`src/rtl/sram_arbiter.sv`:
```
// Two-port arbiter/sequencer: turns level requests from A (priority) and B
// into edge-triggered rd/we strobes for the SRAM controller, with a watchdog.
`timescale 1ns/1ps
module sram_arbiter #(
  parameter int unsigned A_BURST_MAX = 4,
  parameter int unsigned TIMEOUT     = 64,
  localparam int unsigned ADDR_W     = 25,
  localparam int unsigned DATA_W     = 16,
  localparam int unsigned MASK_W     = 2
) (
  input  logic              clk,
  input  logic              reset_n,
  input  logic              a_req,
  input  logic              a_we,
  input  logic [ADDR_W-1:0] a_addr,
  input  logic [DATA_W-1:0] a_din,
  input  logic [MASK_W-1:0] a_wtbt,
  output logic [DATA_W-1:0] a_dout,
  output logic              a_ack,
  input  logic              b_req,
  input  logic              b_we,
  input  logic [ADDR_W-1:0] b_addr,
  input  logic [DATA_W-1:0] b_din,
  input  logic [MASK_W-1:0] b_wtbt,
  output logic [DATA_W-1:0] b_dout,
  output logic              b_ack,
  output logic [ADDR_W-1:0] mem_addr,
  output logic [DATA_W-1:0] mem_din,
  output logic [MASK_W-1:0] mem_wtbt,
  output logic              mem_rd,
  output logic              mem_we,
  input  logic [DATA_W-1:0] mem_dout,
  input  logic              mem_ready,
  output logic              busy,
  output logic              timeout
);

  localparam int unsigned STREAK_W = 4;
  localparam int unsigned WD_W     = 10;

  typedef enum logic [2:0] {IDLE, ISSUE, SETTLE, BUSY, RECOVER} state_t;

  state_t              state, state_nx;
  logic [STREAK_W-1:0] a_streak, a_streak_nx;
  logic [WD_W-1:0]     wd, wd_nx;
  logic                gnt_b, gnt_b_nx;
  logic [ADDR_W-1:0]   mem_addr_nx;
  logic [DATA_W-1:0]   mem_din_nx, a_dout_nx, b_dout_nx;
  logic [MASK_W-1:0]   mem_wtbt_nx;
  logic                mem_rd_nx, mem_we_nx, a_ack_nx, b_ack_nx, timeout_nx, busy_nx;
  logic                pick_b, finish, expired;

  // State register
  always_ff @(posedge clk or negedge reset_n) begin
    if (!reset_n) state <= IDLE;
    else          state <= state_nx;
  end

  // Next state, grant decision, completion and watchdog
  always_comb begin
    state_nx    = state;
    a_streak_nx = a_streak;
    wd_nx       = wd;
    gnt_b_nx    = gnt_b;
    mem_addr_nx = mem_addr;
    mem_din_nx  = mem_din;
    mem_wtbt_nx = mem_wtbt;
    mem_rd_nx   = mem_rd;
    mem_we_nx   = mem_we;
    a_dout_nx   = a_dout;
    b_dout_nx   = b_dout;
    a_ack_nx    = 1'b0;
    b_ack_nx    = 1'b0;
    timeout_nx  = 1'b0;
    finish      = 1'b0;
    expired     = 1'b0;
    // B wins when alone, or when A has used up its burst allowance
    pick_b      = b_req && (!a_req || (a_streak == STREAK_W'(A_BURST_MAX)));

    unique case (state)
      IDLE: begin
        if (mem_ready && (a_req || b_req)) begin
          gnt_b_nx = pick_b;
          wd_nx    = '0;
          state_nx = ISSUE;
          if (pick_b) begin
            mem_addr_nx = b_addr;
            mem_din_nx  = b_din;
            mem_wtbt_nx = b_wtbt;
            mem_we_nx   = b_we;
            mem_rd_nx   = ~b_we;
            a_streak_nx = '0;
          end else begin
            mem_addr_nx = a_addr;
            mem_din_nx  = a_din;
            mem_wtbt_nx = a_wtbt;
            mem_we_nx   = a_we;
            mem_rd_nx   = ~a_we;
            if (a_streak != STREAK_W'(A_BURST_MAX)) a_streak_nx = a_streak + STREAK_W'(1);
          end
        end
      end
      ISSUE:  state_nx = SETTLE;
      SETTLE: state_nx = BUSY;
      BUSY: begin
        if (mem_ready) begin
          finish = 1'b1;
        end else if (wd == WD_W'(TIMEOUT - 1)) begin
          finish  = 1'b1;
          expired = 1'b1;
        end else begin
          wd_nx = wd + WD_W'(1);
        end
        if (finish) begin
          a_ack_nx   = ~gnt_b;
          b_ack_nx   = gnt_b;
          timeout_nx = expired;
          if (mem_rd && !expired) begin
            if (gnt_b) b_dout_nx = mem_dout;
            else       a_dout_nx = mem_dout;
          end
          mem_rd_nx = 1'b0;
          mem_we_nx = 1'b0;
          state_nx  = RECOVER;
        end
      end
      RECOVER: state_nx = IDLE;
      default: state_nx = IDLE;
    endcase

    busy_nx = (state_nx != IDLE);
  end

  // Registered outputs and bookkeeping
  always_ff @(posedge clk or negedge reset_n) begin
    if (!reset_n) begin
      a_streak <= '0;
      wd       <= '0;
      gnt_b    <= 1'b0;
      mem_addr <= '0;
      mem_din  <= '0;
      mem_wtbt <= '0;
      mem_rd   <= 1'b0;
      mem_we   <= 1'b0;
      a_dout   <= '0;
      b_dout   <= '0;
      a_ack    <= 1'b0;
      b_ack    <= 1'b0;
      timeout  <= 1'b0;
      busy     <= 1'b0;
    end else begin
      a_streak <= a_streak_nx;
      wd       <= wd_nx;
      gnt_b    <= gnt_b_nx;
      mem_addr <= mem_addr_nx;
      mem_din  <= mem_din_nx;
      mem_wtbt <= mem_wtbt_nx;
      mem_rd   <= mem_rd_nx;
      mem_we   <= mem_we_nx;
      a_dout   <= a_dout_nx;
      b_dout   <= b_dout_nx;
      a_ack    <= a_ack_nx;
      b_ack    <= b_ack_nx;
      timeout  <= timeout_nx;
      busy     <= busy_nx;
    end
  end

endmodule
```
`config.mk`:
```
export PLATFORM = sky130hd
export DESIGN_NAME = sram_arbiter
export DESIGN_NICKNAME = d
export VERILOG_FILES = /design/src/rtl/sram_arbiter.sv
export SDC_FILE = /design/constraint.sdc
export NUM_CORES = 1
export LEC_CHECK = 0
export CAP_MARGIN = 10
export CORE_MARGIN = 2
export CORE_UTILIZATION = 30
export CTS_CLUSTER_DIAMETER = 50
export CTS_CLUSTER_SIZE = 40
export DETAILED_ROUTE_END_ITERATION = 6
export DONT_BUFFER_PORTS = 1
export GPL_ROUTABILITY_DRIVEN = 0
export PLACE_DENSITY = 0.56
export SLEW_MARGIN = 15
export SYNTH_ARGS = -nofsm -noshare
export SYNTH_HDL_FRONTEND = slang
export SYNTH_SLANG_ARGS = --single-unit
```
`constraint.sdc`:
```
create_clock -name clk -period 1.8 [get_ports clk]
set_input_delay 0 -clock clk [delete_from_list [all_inputs] [get_ports clk]]
set_output_delay 0 -clock clk [all_outputs]
set_load 0.01 [all_outputs]
```
# Word-level counts from Yosys, hierarchy flattened
# Cells that the tools add are included.
[classes]
add_sub_neg = 2
reduce_logical = 17
n_eq_ne = 10
n_bitwise = 3
mux = 30
[ops]
columns = ["operator", "count"]
rows = [
  ["$mux W10", 3],
  ["$mux W25", 1],
  ["$pmux W10 S2", 1],
  ["$mux W1", 16],
  ["$mux W16", 1],
  ["$pmux W3 S4", 1],
  ["$reduce_and A4 Y1", 3],
  ["$add A10 B1 Y10 const B", 1],
  ["$eq A10 B6 Y1 const B", 1],
  ["$mux W4", 2],
  ["$ne A2 B2 Y1 const B", 4],
  ["$eq A3 B2 Y1 const B", 2],
  ["$mux W3", 2],
  ["$reduce_and A3 Y1", 2],
  ["$add A4 B1 Y4 const B", 1],
  ["$eq A4 B3 Y1 const B", 1],
  ["$ne A4 B3 Y1 const B", 1],
  ["$pmux W1 S2", 2],
  ["$reduce_bool A2 Y1", 2],
  ["$eq A3 B1 Y1 const B", 1],
  ["$logic_and A1 B1 Y1", 3],
  ["$logic_not A3 Y1", 1],
  ["$not A1 Y1", 3],
  ["$reduce_bool A3 Y1", 1],
  ["other kinds (4)", 6],
]
[word_totals]
inputBits = 109
out_inout_bits = 81
word_cells = 77
reg_bits = 99

# Logic depth before layout (Yosys ltp)
# Gate-level depths: netlist of run 1.
[logic_depth]
ltp_word = 7
mapped_depth = 8
depth_no_buf = 6

# Worst setup path before layout of run 1
# Ideal clock, no wire load.
[synth_path]
path_type = "reg-to-reg"
from = "register a_streak[0]"
to = "register mem_din[3]"
arrival_ps = 1564
n_path_buf = 2
stages_incl_launch_ff = 9
slack_ps = 102
setup_time_ps = 134
required_time_ps = 1666
synth_period_minus_slack_ps = 1698
path_cell_list = "dfrtp_1 inv_1 ha_1 nand3b_1 a21boi_0 buf_2 buf_2 mux2i_1 o21ai_0"
[synth_via]
elab_chain_cells = 4
[synth_lines]
columns = ["item", "line", "source"]
rows = [
  ["start: declaration", "44", "logic [STREAK_W-1:0] a_streak, a_streak_nx;"],
  ["start signal: assignment", "152", "a_streak <= a_streak_nx;"],
  ["$eq A4 B3 Y1", "78", "pick_b = b_req && (!a_req || (a_streak == STREAK_W'(A_BURST_MAX)));"],
  ["$logic_or A1 B1 Y1", "78", ""],
  ["$logic_and A1 B1 Y1", "78", ""],
  ["$mux W16", "86", "if (pick_b) begin"],
  ["end signal: assignment", "156", "mem_din <= mem_din_nx;"],
  ["end: declaration", "28", "output logic [DATA_W-1:0] mem_din,"],
]
# Every way passes these cells.
# A chain may end at the register's enable or synchronous reset.

# Worst setup path after layout of run 1
[layout_path]
from = "register a_streak[0]"
to = "register mem_we"
[layout_via]
elab_chain_cells = 6
[layout_lines]
columns = ["item", "line", "source"]
rows = [
  ["$eq A4 B3 Y1", "78", ""],
  ["$logic_or A1 B1 Y1", "78", ""],
  ["$logic_and A1 B1 Y1", "78", ""],
  ["$mux W1", "86", ""],
  ["$mux W1", "82", "if (mem_ready && (a_req || b_req)) begin"],
  ["$pmux W1 S2", "80", "unique case (state)"],
  ["end signal: assignment", "159", "mem_we <= mem_we_nx;"],
  ["end: declaration", "31", "output logic mem_we,"],
]
# Every way passes these cells. The select of a mux whose other input is x is not followed.

==> key figures, run 1 <==
Status
  – Status: complete, but fails checks
  – Violated checks: hold timing

CTS
  – Post-CTS Hold Buffers: 107
  – CTS sink cnt: between 90 and 100
  – Maximum clock path buffer count: 2
  – CTS tree: built
  – CTS clock-pin slew for the worst setup and hold paths: 70 ps
  – Worst-skew pair later-pin latency: 350 ps
  – H-tree levels: 3
  – CTS buffer count: 9
  – Clock root buffer master: clkbuf_16

Drt
  – Drt drc: 0
  – First-pass detailed-route iteration total: 4
  – Routed len/inst: 18.07 um
  – Via count: between 3000 and 4000
  – DR vias/cell: between 5 and 6
  – Post-route ant nets: 0
  – DRT iter0 DRCs: 154
  – Final wirelength: ~12000 um

Logic synthesis
  – Post-synth cell types: 46
  – Synthesis-stage register bit count: 99
  – Async SR Flop Fraction: 100.0%
  – Syn nets: 481
  – Post-synthesis sequential area ratio: roughly 57%
  – Prevailing post-synth register cell: dfrtp_1
  – EDFF count, synth: 0
  – Avg Synthesized Cell Area: ~12 um^2
  – Gate count after technology mapping: approximately 370
  – Cell Area, Synth: roughly 4400 um^2
  – Yosys Warn Count: 0

Finish
  – Fillers: roughly 1300
  – Final Instance Area: 6322 um^2
  – Commonest non-fill, non-tap cells in the layout: dlygate4sd3_1 (107), dfrtp_1 (98), nand2_1 (48)
  – Non-Filler Instances: ~680
  – P&R area growth vs syn: 45.28%
  – Multi-input logic area: 1858 um^2
  – Leading cell type in the layout, fill and taps excluded: dlygate4sd3_1
  – Number of diodes: 0
  – Reg area: ~2500 um^2
  – Layout cells sized above 1: 19.48%
  – Final net count: between 600 and 700

Global routing
  – GRT Total Usage: 15.74%
  – Total gr overflow: 0
  – Antenna violations before repair: 0
  – First-pass GRT wire length: about 19000 um
  – Via count of the first global-routing pass: 3814
  – Largest net degree at the start of global routing: 100

Pwr
  – P_int: ~5.3 mW
  – Switch share: 36.34%
  – Logic pwr share: 26.6%
  – Sequential power share: approximately 50%
  – Tot Pwr: about 8.4 mW
  – Leak pwr: 2.787 nW
  – P_sw: just over 3 mW
  – Power Dens Cells: ~1300 nW/um^2
  – Maximum vdd drop: between 0.5 and 0.6 mV
  – Clock group share of total power: between 20% and 30%

Timing
  – Worst rel slew slack: 71.27%
  – Fmax: 561.6 MHz
  – Clk_skew: 7.487 ps
  – # setup viols final: 0
  – Worst-Margin Slew: ~430 ps
  – Slew Viols, Final: 0
  – Fin crit share: between 90 and 100%
  – WHS: -657.9 ps
  – Setup TNS: 0 ps
  – Final Hold Viols: a little under 100
  – Unrepaired setup endpoints after global routing: yes
  – Crit path time final: between 1500 and 2000 ps

Critical path
  – Critical path endpoint category: flip-flop
  – Startpoint types: flip-flop
  – Arrival time at the worst endpoint: around 2000 ps
  – Setup Crit Path Kind: flip-flop to flip-flop
  – CP max FO: 5
  – Critical path required time: ~2000 ps
  – R2R Setup Slk: 20 ps

Die
  – # rows: 44
  – Width of the die: about 120 um
  – Die Area: 15490 um^2
  – Core ar.: 14370 um^2
  – Die H: roughly 120 um
  – Top Ports: between 150 and 200
  – Initial Utilization: 30.29%

Flow run
  – Max cap viols: 0

Placed design
  – Final HPWL DP: ~7000 um
  – Port bufs: 0
  – Placed Area: roughly 4700 um^2
  – Dpl cells: 550

Hold path
  – Min-delay worst type: input pin to asynchronous set/reset pin
[worst max-delay path, cell delays in order (launching register included)]
cell,delay (ps)
dfrtp_1,420
inv_2,90
ha_4,120
nand3b_1,140
a21boi_4,240
buf_12,170
mux2i_1,350
o22ai_1,120
[worst paths after layout]
path                              from            to  cells past startpoint
max in group asynchronous      reset_n  mem_addr[13]                      0
min in group clk                 a_req   a_streak[3]                      2
hold reg to reg                  wd[8]         wd[8]                      1
setup reg to reg           a_streak[0]        mem_we                      7
setup / recovery           a_streak[0]        mem_we                      7
hold / removal                 reset_n         wd[6]                      0
[state kept, by name (all words and copies together), names as in the netlist, 2 cells and up]
| name | flops |
|---|---|
| mem_addr | 25 |
| a_dout | 16 |
| b_dout | 16 |
| mem_din | 16 |
| wd | 10 |
| a_streak | 4 |
| state | 3 |
| mem_wtbt | 2 |
[timing repair]
action / in CTS / in global routing
pin swaps: 1 / 7
setup endpoints to repair: 18 / 53
setup buffers: 1 / 4
hold endpoints to repair: 188 / 99
resized for setup: 1 / 49
cloned: 1 / 3
[through the flow]
stage,setup WS (ps),util (%)
final,19.44,44.00
after floorplan,102.0,-
after CTS,6.523,42.69
after detailed placement,-54.81,32.70
after global placement,-4.461,32.70
after global routing,-51.28,44.00
[cells in the mapped netlist, types with 3 or more instances]
library cell | instances | share of area, %
o31ai_1 | 3 | 0.52
mux2_2 | 32 | 8.3
a21oi_1 | 5 | 0.57
buf_2 | 9 | 1.0
nand2_1 | 48 | 4.1
nor2_1 | 3 | 0.26
clkbuf_1 | 7 | 0.60
and2_1 | 3 | 0.43
and3_1 | 3 | 0.43
inv_1 | 6 | 0.52
ha_1 | 3 | 0.86
o21ai_0 | 50 | 5.8
dfrtp_1 | 99 | 57
mux2i_1 | 44 | 10
nand3_1 | 13 | 1.5
[power by group through the flow]
stage               Combinational (mW)  Clock, mW  Sequential [mW]
finish                            2.23       1.96             4.20
global route                      2.51       2.14             4.31
CTS                               1.99       2.03             4.19
detailed placement                1.75          0             4.21
global placement                  1.64          0             4.21
floorplan                         1.28          0             4.01
[final cells by class]
class / count / area share (%)
tap: 184 / 3.641
clock inverter: 7 / 1.227
multi-input combinational: 246 / 29.39
timing repair buffer: 131 / 22.62
sequential: 99 / 39.20
inverter: 6 / 0.3562
clock buffer: 9 / 3.562
[layer usage]
layer  share of wire [%]  GRT usage [%]  vias to the layer above  routed length [um]
met3                 7.0          5.284                       24                 866
met5                   0              0                        -                   0
met1                  38          17.08                     1672                4665
li1                    -              -                     1569                   -
met2                  53          28.19                      151                6489
met4                 2.4          6.213                        0                 301
[cell families (layout without fill, tap and decap cells)]
family	count (synthesis)	in the layout	share of synthesized area [%]
DFF	99	99	56.93
and+or+nand+nor	91	91	10.81
AOI/OAI and AO/OA	76	76	10.41
muxes	76	76	18.40
buffers and inverters	24	153	2.588
adders and majority gates	3	3	0.8627
No activity file was read; power rests on OpenSTA's default activity.
==> run 2, diff against run 1 <==
- CORE_MARGIN: 2 -> unset
==> key figures, run 2 (synthesized netlist as in run 1, its figures left out) <==
Die
  – Initial Utilization: 30.99% (+0.70 points)
  – Die Area: 14990 um^2 (-3.2%)
  – Width of the die: 122.4 um (-1.6%)
  – Core ar.: 14040 um^2 (-2.3%)
  – # rows: 43 (-2.3%)
  – Die H: 122.4 um (-1.6%)
  – Top Ports: 190 (unchanged)

Global routing
  – Via count of the first global-routing pass: 3356 (-12%)
  – First-pass GRT wire length: 16390 um (-16%)
  – Largest net degree at the start of global routing: 100 (unchanged)
  – Met3 global-route usage: 5.251% (-0.033 points)
  – Met1 usage in global routing: 16.10% (-0.98 points)
  – Total gr overflow: 0 (unchanged)
  – GRT Total Usage: 14.36% (-1.4 points)
  – Global Route met2 Usage: 25.18% (-3.0 points)
  – Busiest layer in global routing: met2
  – Antenna violations before repair: 0 (unchanged)

Critical path
  – FF-to-FF path depth: 6 (-1)
  – Cell family with most CP delay: simple AND/OR/NAND/NOR gates
  – CP Buf/Inv Count: 2 (unchanged)
  – Worst setup path start: state[2]
  – Startpoint types: flip-flop
  – Critical path depth: 6 (-1)
  – R2R Setup Slk: 50 ps (+30 ps)
  – Slowest CP cell: dfrtp_1
  – Worst setup endpoint: a_dout[6]
  – Critical path endpoint category: flip-flop
  – Arrival time at the worst endpoint: 1980 ps (-20 ps)
  – RR Endpoint: a_dout[6]
  – CP peak stage delay: 390 ps (-30 ps)
  – Setup Crit Path Kind: flip-flop to flip-flop
  – CP max FO: 10 (+5)
  – Crit-path cells: buf_4, and3b_2, nand3_1, nor2_2, buf_6, mux2_2
  – Critical path required time: 2030 ps (about the same)
  – Worst r2r src: state[2]

Finish
  – Leading cell type in the layout, fill and taps excluded: dlygate4sd3_1
  – P&R area growth vs syn: 40.45%
  – Multi-input logic area: 1794 um^2 (-3.4%)
  – Layout cells sized above 1: 16.23% (-3.3 points)
  – Number of diodes: 0 (unchanged)
  – Max reg flops: 25 (unchanged)
  – Fillers: 1273 (+0.95%)
  – Commonest non-fill, non-tap cells in the layout: dlygate4sd3_1 (107), dfrtp_1 (98), o21ai_0 (50)
  – Reg area: 2479 um^2 (unchanged)
  – Final Instance Area: 6112 um^2 (-3.3%)
  – Final net count: 600 (-0.83%)
  – Biggest register: mem_addr

CTS
  – Maximum clock path buffer count: 2 (unchanged)
  – CTS buffer count: 9 (unchanged)
  – Clock root buffer master: clkbuf_16
  – CTS clock-pin slew for the worst setup and hold paths: 70 ps (about the same)
  – Worst-skew pair later-pin latency: 350 ps (about the same)
  – CTS tree: built
  – CTS sink cnt: 99 (unchanged)
  – H-tree levels: 3 (unchanged)
  – Post-CTS Hold Buffers: 107 (unchanged)

Timing
  – Clk_skew: 5.455 ps (-2.031 ps)
  – Worst-Margin Slew: 426.5 ps (+0.04196 ps)
  – WHS: -660.5 ps (-2.641 ps)
  – Fin crit share: 97.32% (-1.6 points)
  – # setup viols final: 0 (unchanged)
  – Fmax: 570.8 MHz (+1.6%)
  – Slew Viols, Final: 0 (unchanged)
  – Crit path time final: 1752 ps (-28.76 ps)
  – Worst rel slew slack: 71.26% (about the same)
  – Setup ws final: 48.21 ps (+28.76 ps)
  – Unrepaired setup endpoints after global routing: yes
  – Final Hold Viols: 99 (unchanged)

Placed design
  – Pre-CTS setup slack: -77.97 ps (-23.16 ps)
  – Port bufs: 0 (unchanged)
  – Placed Area: 4648 um^2 (-1.1%)
  – Final HPWL DP: 6357 um (-8.7%)

Status
  – Status: complete, but fails checks
  – Violated checks: hold timing

Flow run
  – Max cap viols: 0 (unchanged)

Drt
  – Drt drc: 0 (unchanged)
  – Post-route ant nets: 0 (unchanged)
  – DR vias/cell: 4.851 (-3.1%)
  – Final wirelength: 11000 um (-11%)
  – First-pass detailed-route iteration total: 4 (unchanged)
  – DRT iter0 DRCs: 157 (+1.9%)
  – Via count: 3265 (-4.4%)
  – Routed len/inst: 16.34 um (-9.5%)

Hold path
  – Min-delay worst type: input pin to asynchronous set/reset pin

Pwr
  – Maximum vdd drop: 0.5336 mV (-8.6%)
  – Leak pwr: 2.719 nW (-2.4%)
  – Power Dens Cells: 1309 nW/um^2 (-1.3%)
==> run 2: cell count changes in the layout (fill, tap and decap cells not counted), sizes merged <==
| cell | previous run | this run |
|---|---|---|
| clkinv | 2 | 1 |
| buf | 21 | 17 |
| clkinvlp | 1 | 2 |
| clkbuf | 12 | 11 |
==> run 2: worst reg2reg max path, delay by kind of cell (launching register included) <==
kind	cells	cell delay, ps
buffers and inverters	2	340
multiplexers	1	340
AND/OR/NAND/NOR	3	570
flip-flops	1	390
==> run 2: worst min-delay path by stage <==
stage                       start  endpoint  slack [ps]
after CTS                 reset_n     wd[2]        -680
after detailed placement  reset_n     wd[8]        -290
after global placement    reset_n     wd[8]        -290
final                     reset_n     wd[8]        -660
after global routing      reset_n     wd[8]        -690
after floorplan           reset_n     a_ack        -300
==> run 2: per-stage QoR <==
| step | power, mW | hold WS (ps) | cells | util, % | setup TNS, ps |
|---|---|---|---|---|---|
| global route | 8.555 | -687.5 | 673 | 43.53 | -547.5 |
| global placement | 5.784 | -293.6 | 545 | 33.10 | -346.0 |
| finish | 7.998 | -660.5 | 673 | 43.53 | 0 |
| floorplan | 5.289 | -295.6 | 369 | - | 0 |
| detailed placement | 5.892 | -293.3 | 545 | 33.10 | -1095 |
| CTS | 7.994 | -679.8 | 668 | 42.82 | 0 |
==> run 2: final cells by class <==
class                      instances  share of cell area [%]
inverter                           6                  0.3685
sequential                        99                   40.55
tap                              180                   3.685
multi-input combinational        246                   29.36
timing repair buffer             126                   21.37
clock buffer                       9                   3.685
clock inverter                     7                  0.9826
==> run 2: timing repair <==
item,4_1_cts,5_1_grt
setup buffers,0,3
cloned,0,2
setup endpoints to repair,16,67
resized for setup,1,8
endpoints found under the hold margin,185,99
pin swaps,0,4
==> run 2: where the power goes <==
group / switching (mW) / internal [mW] / leakage [nW]
clock network: 0.887 / 0.964 / 0.136
logic: 0.874 / 1.07 / 1.31
registers: 1.08 / 3.12 / 1.27
total: 2.84 / 5.16 / 2.72
==> run 2: routing by layer <==
layer  vias up  part of all wire (%)
met3        13                   7.2
met4         0                   1.5
met5         -                     0
met1      1571                    39
met2       128                    52
li1       1553                     -
==> run 3, diff against run 2 <==
- GPL_TIMING_DRIVEN: unset -> 0
==> key figures, run 3 (synthesized netlist as in run 1, its figures left out) <==
Die
  – Initial Utilization: 30.99% (unchanged)
  – # rows: 43 (unchanged)
  – Core ar.: 14040 um^2 (unchanged)
  – Width of the die: 122.4 um (unchanged)
  – Top Ports: 190 (unchanged)
  – Die Area: 14990 um^2 (unchanged)
  – Die H: 122.4 um (unchanged)

Pwr
  – Leak pwr: 2.823 nW (+3.8%)
  – Maximum vdd drop: 0.5190 mV (-2.7%)
  – Power Dens Cells: 1325 nW/um^2 (+1.3%)

Critical path
  – Startpoint types: flip-flop
  – Worst setup path start: a_streak[0]
  – Cell family with most CP delay: buffers and inverters
  – Setup Crit Path Kind: flip-flop to flip-flop
  – Arrival time at the worst endpoint: 1960 ps (-20 ps)
  – Slowest CP cell: dfrtp_1
  – Crit-path cells: inv_2, ha_4, nand3b_1, a21boi_2, buf_4, buf_8, clkbuf_16, mux2i_1, o21ai_1
  – CP max FO: 5 (-5)
  – CP Buf/Inv Count: 4 (+2)
  – Critical path endpoint category: flip-flop
  – CP peak stage delay: 410 ps (+20 ps)
  – Worst r2r src: a_streak[0]
  – Critical path required time: 2020 ps (about the same)

Global routing
  – Via count of the first global-routing pass: 3717 (+11%)
  – GRT Total Usage: 16.73% (+2.4 points)
  – First-pass GRT wire length: 19080 um (+16%)
  – Antenna violations before repair: 0 (unchanged)
  – Largest net degree at the start of global routing: 100 (unchanged)
  – Total gr overflow: 0 (unchanged)

Timing
  – WHS: -653.8 ps (+6.729 ps)
  – Slew Viols, Final: 0 (unchanged)
  – Fin crit share: 97.12% (-0.21 points)
  – Setup TNS: 0 ps (unchanged)
  – Crit path time final: 1748 ps (-3.697 ps)
  – Worst-Margin Slew: 489.3 ps (+62.79 ps)
  – Fmax: 572.1 MHz (+0.21%)
  – Final Hold Viols: 99 (unchanged)
  – Unrepaired setup endpoints after global routing: yes
  – Clk_skew: 9.192 ps (+3.737 ps)
  – Worst rel slew slack: 67.38% (-3.9 points)
  – # setup viols final: 0 (unchanged)

Drt
  – Via count: 3502 (+7.3%)
  – Post-route ant nets: 0 (unchanged)
  – Routed len/inst: 18.05 um (+10%)
  – Final wirelength: 12530 um (+14%)
  – First-pass detailed-route iteration total: 4 (unchanged)
  – Drt drc: 0 (unchanged)
  – DRT iter0 DRCs: 128 (-18%)
  – DR vias/cell: 5.046 (+4.0%)

Finish
  – Layout cells sized above 1: 20.43% (+4.2 points)
  – Commonest non-fill, non-tap cells in the layout: dlygate4sd3_1 (107), dfrtp_1 (97), nand2_1 (48)
  – Final Instance Area: 6355 um^2 (+4.0%)
  – Leading cell type in the layout, fill and taps excluded: dlygate4sd3_1
  – Number of diodes: 0 (unchanged)
  – Final Core Density: 45.26% (+1.7 points)
  – Biggest register: mem_addr
  – P&R area growth vs syn: 46.03%
  – Final net count: 621 (+3.5%)
  – Max reg flops: 25 (unchanged)

Placed design
  – Port bufs: 0 (unchanged)
  – Placed Area: 4577 um^2 (-1.5%)
  – Final HPWL DP: 7234 um (+14%)

Flow run
  – Max cap viols: 0 (unchanged)

CTS
  – CTS sink cnt: 99 (unchanged)
  – Maximum clock path buffer count: 2 (unchanged)
  – Post-CTS Hold Buffers: 107 (unchanged)
  – Clock root buffer master: clkbuf_16
  – CTS tree: built
  – H-tree levels: 3 (unchanged)
  – CTS clock-pin slew for the worst setup and hold paths: 70 ps (about the same)
  – CTS buffer count: 9 (unchanged)
  – Worst-skew pair later-pin latency: 350 ps (about the same)

Status
  – Violated checks: hold timing
  – Status: complete, but fails checks

Hold path
  – Min-delay worst type: input pin to asynchronous set/reset pin
[run 3: cell types whose count changed in the layout (fill, tap and decap cells not counted), sizes merged]
cell | previous run | this run
clkbuf | 11 | 22
clkinvlp | 2 | 1
buf | 17 | 28
[run 3: metal layers]
metal	GRT usage (%)	part of all wire [%]
met5	0	0
met4	6.555	1.8
met3	5.390	6.6
met2	29.18	54
met1	18.83	38
[run 3: per-stage QoR]
| stage | setup WS [ps] | std cells | total power, mW |
|---|---|---|---|
| 3_3_place_gp | -299.1 | 549 | 5.732 |
| 6_report | 51.90 | 694 | 8.423 |
| 4_1_cts | -16.76 | 677 | 8.074 |
| 2_1_floorplan | 102.0 | 369 | 5.289 |
| 5_1_grt | -57.10 | 694 | 8.981 |
| 3_5_place_dp | -350.9 | 549 | 5.848 |
[run 3: worst reg2reg max path: cells and delay by family (launching register included)]
kind                       cells  cell delay, ps
muxes                          1             200
adders and majority gates      1             120
AOI/OAI and AO/OA              2             250
DFF                            1             410
and+or+nand+nor                1             100
buffers and inverters          4             550
[run 3: final timing paths]
check	to	slack, ps	depth (start not counted)
worst min register to register	wd[8]	530	1
worst max-delay path	mem_addr[3]	50	9
min in group clk	a_streak[3]	30	2
worst min-delay path	mem_rd	-650	0
max in group asynchronous	mem_addr[13]	2250	0
worst max register to register	mem_addr[3]	50	9
[run 3: area by class of cell]
type,count,area (um^2)
Buffer,18,181.4
Clock buffer,10,239.0
Clock inverter,6,55.05
Fill cell,1274,7687
Inverter,6,22.52
Multi-Input combinational cell,246,1839
Sequential cell,99,2480
Tap cell,180,225.2
Timing Repair Buffer,129,1313
[run 3: report_power, final]
| part | leakage, nW | internal (mW) | switching, mW |
|---|---|---|---|
| Combinational | 1.41 | 1.28 | 0.995 |
| Clock | 0.145 | 1.01 | 0.911 |
| Sequential | 1.27 | 3.12 | 1.11 |
| Total | 2.82 | 5.41 | 3.02 |
[run 3: timing repair]
action                                  CTS  global route
hold endpoints to repair                183            99
cloned                                    0             4
setup buffers                             5            13
gates resized for setup                  18            51
pin swaps                                 2             5
endpoints found under the setup margin   76            69
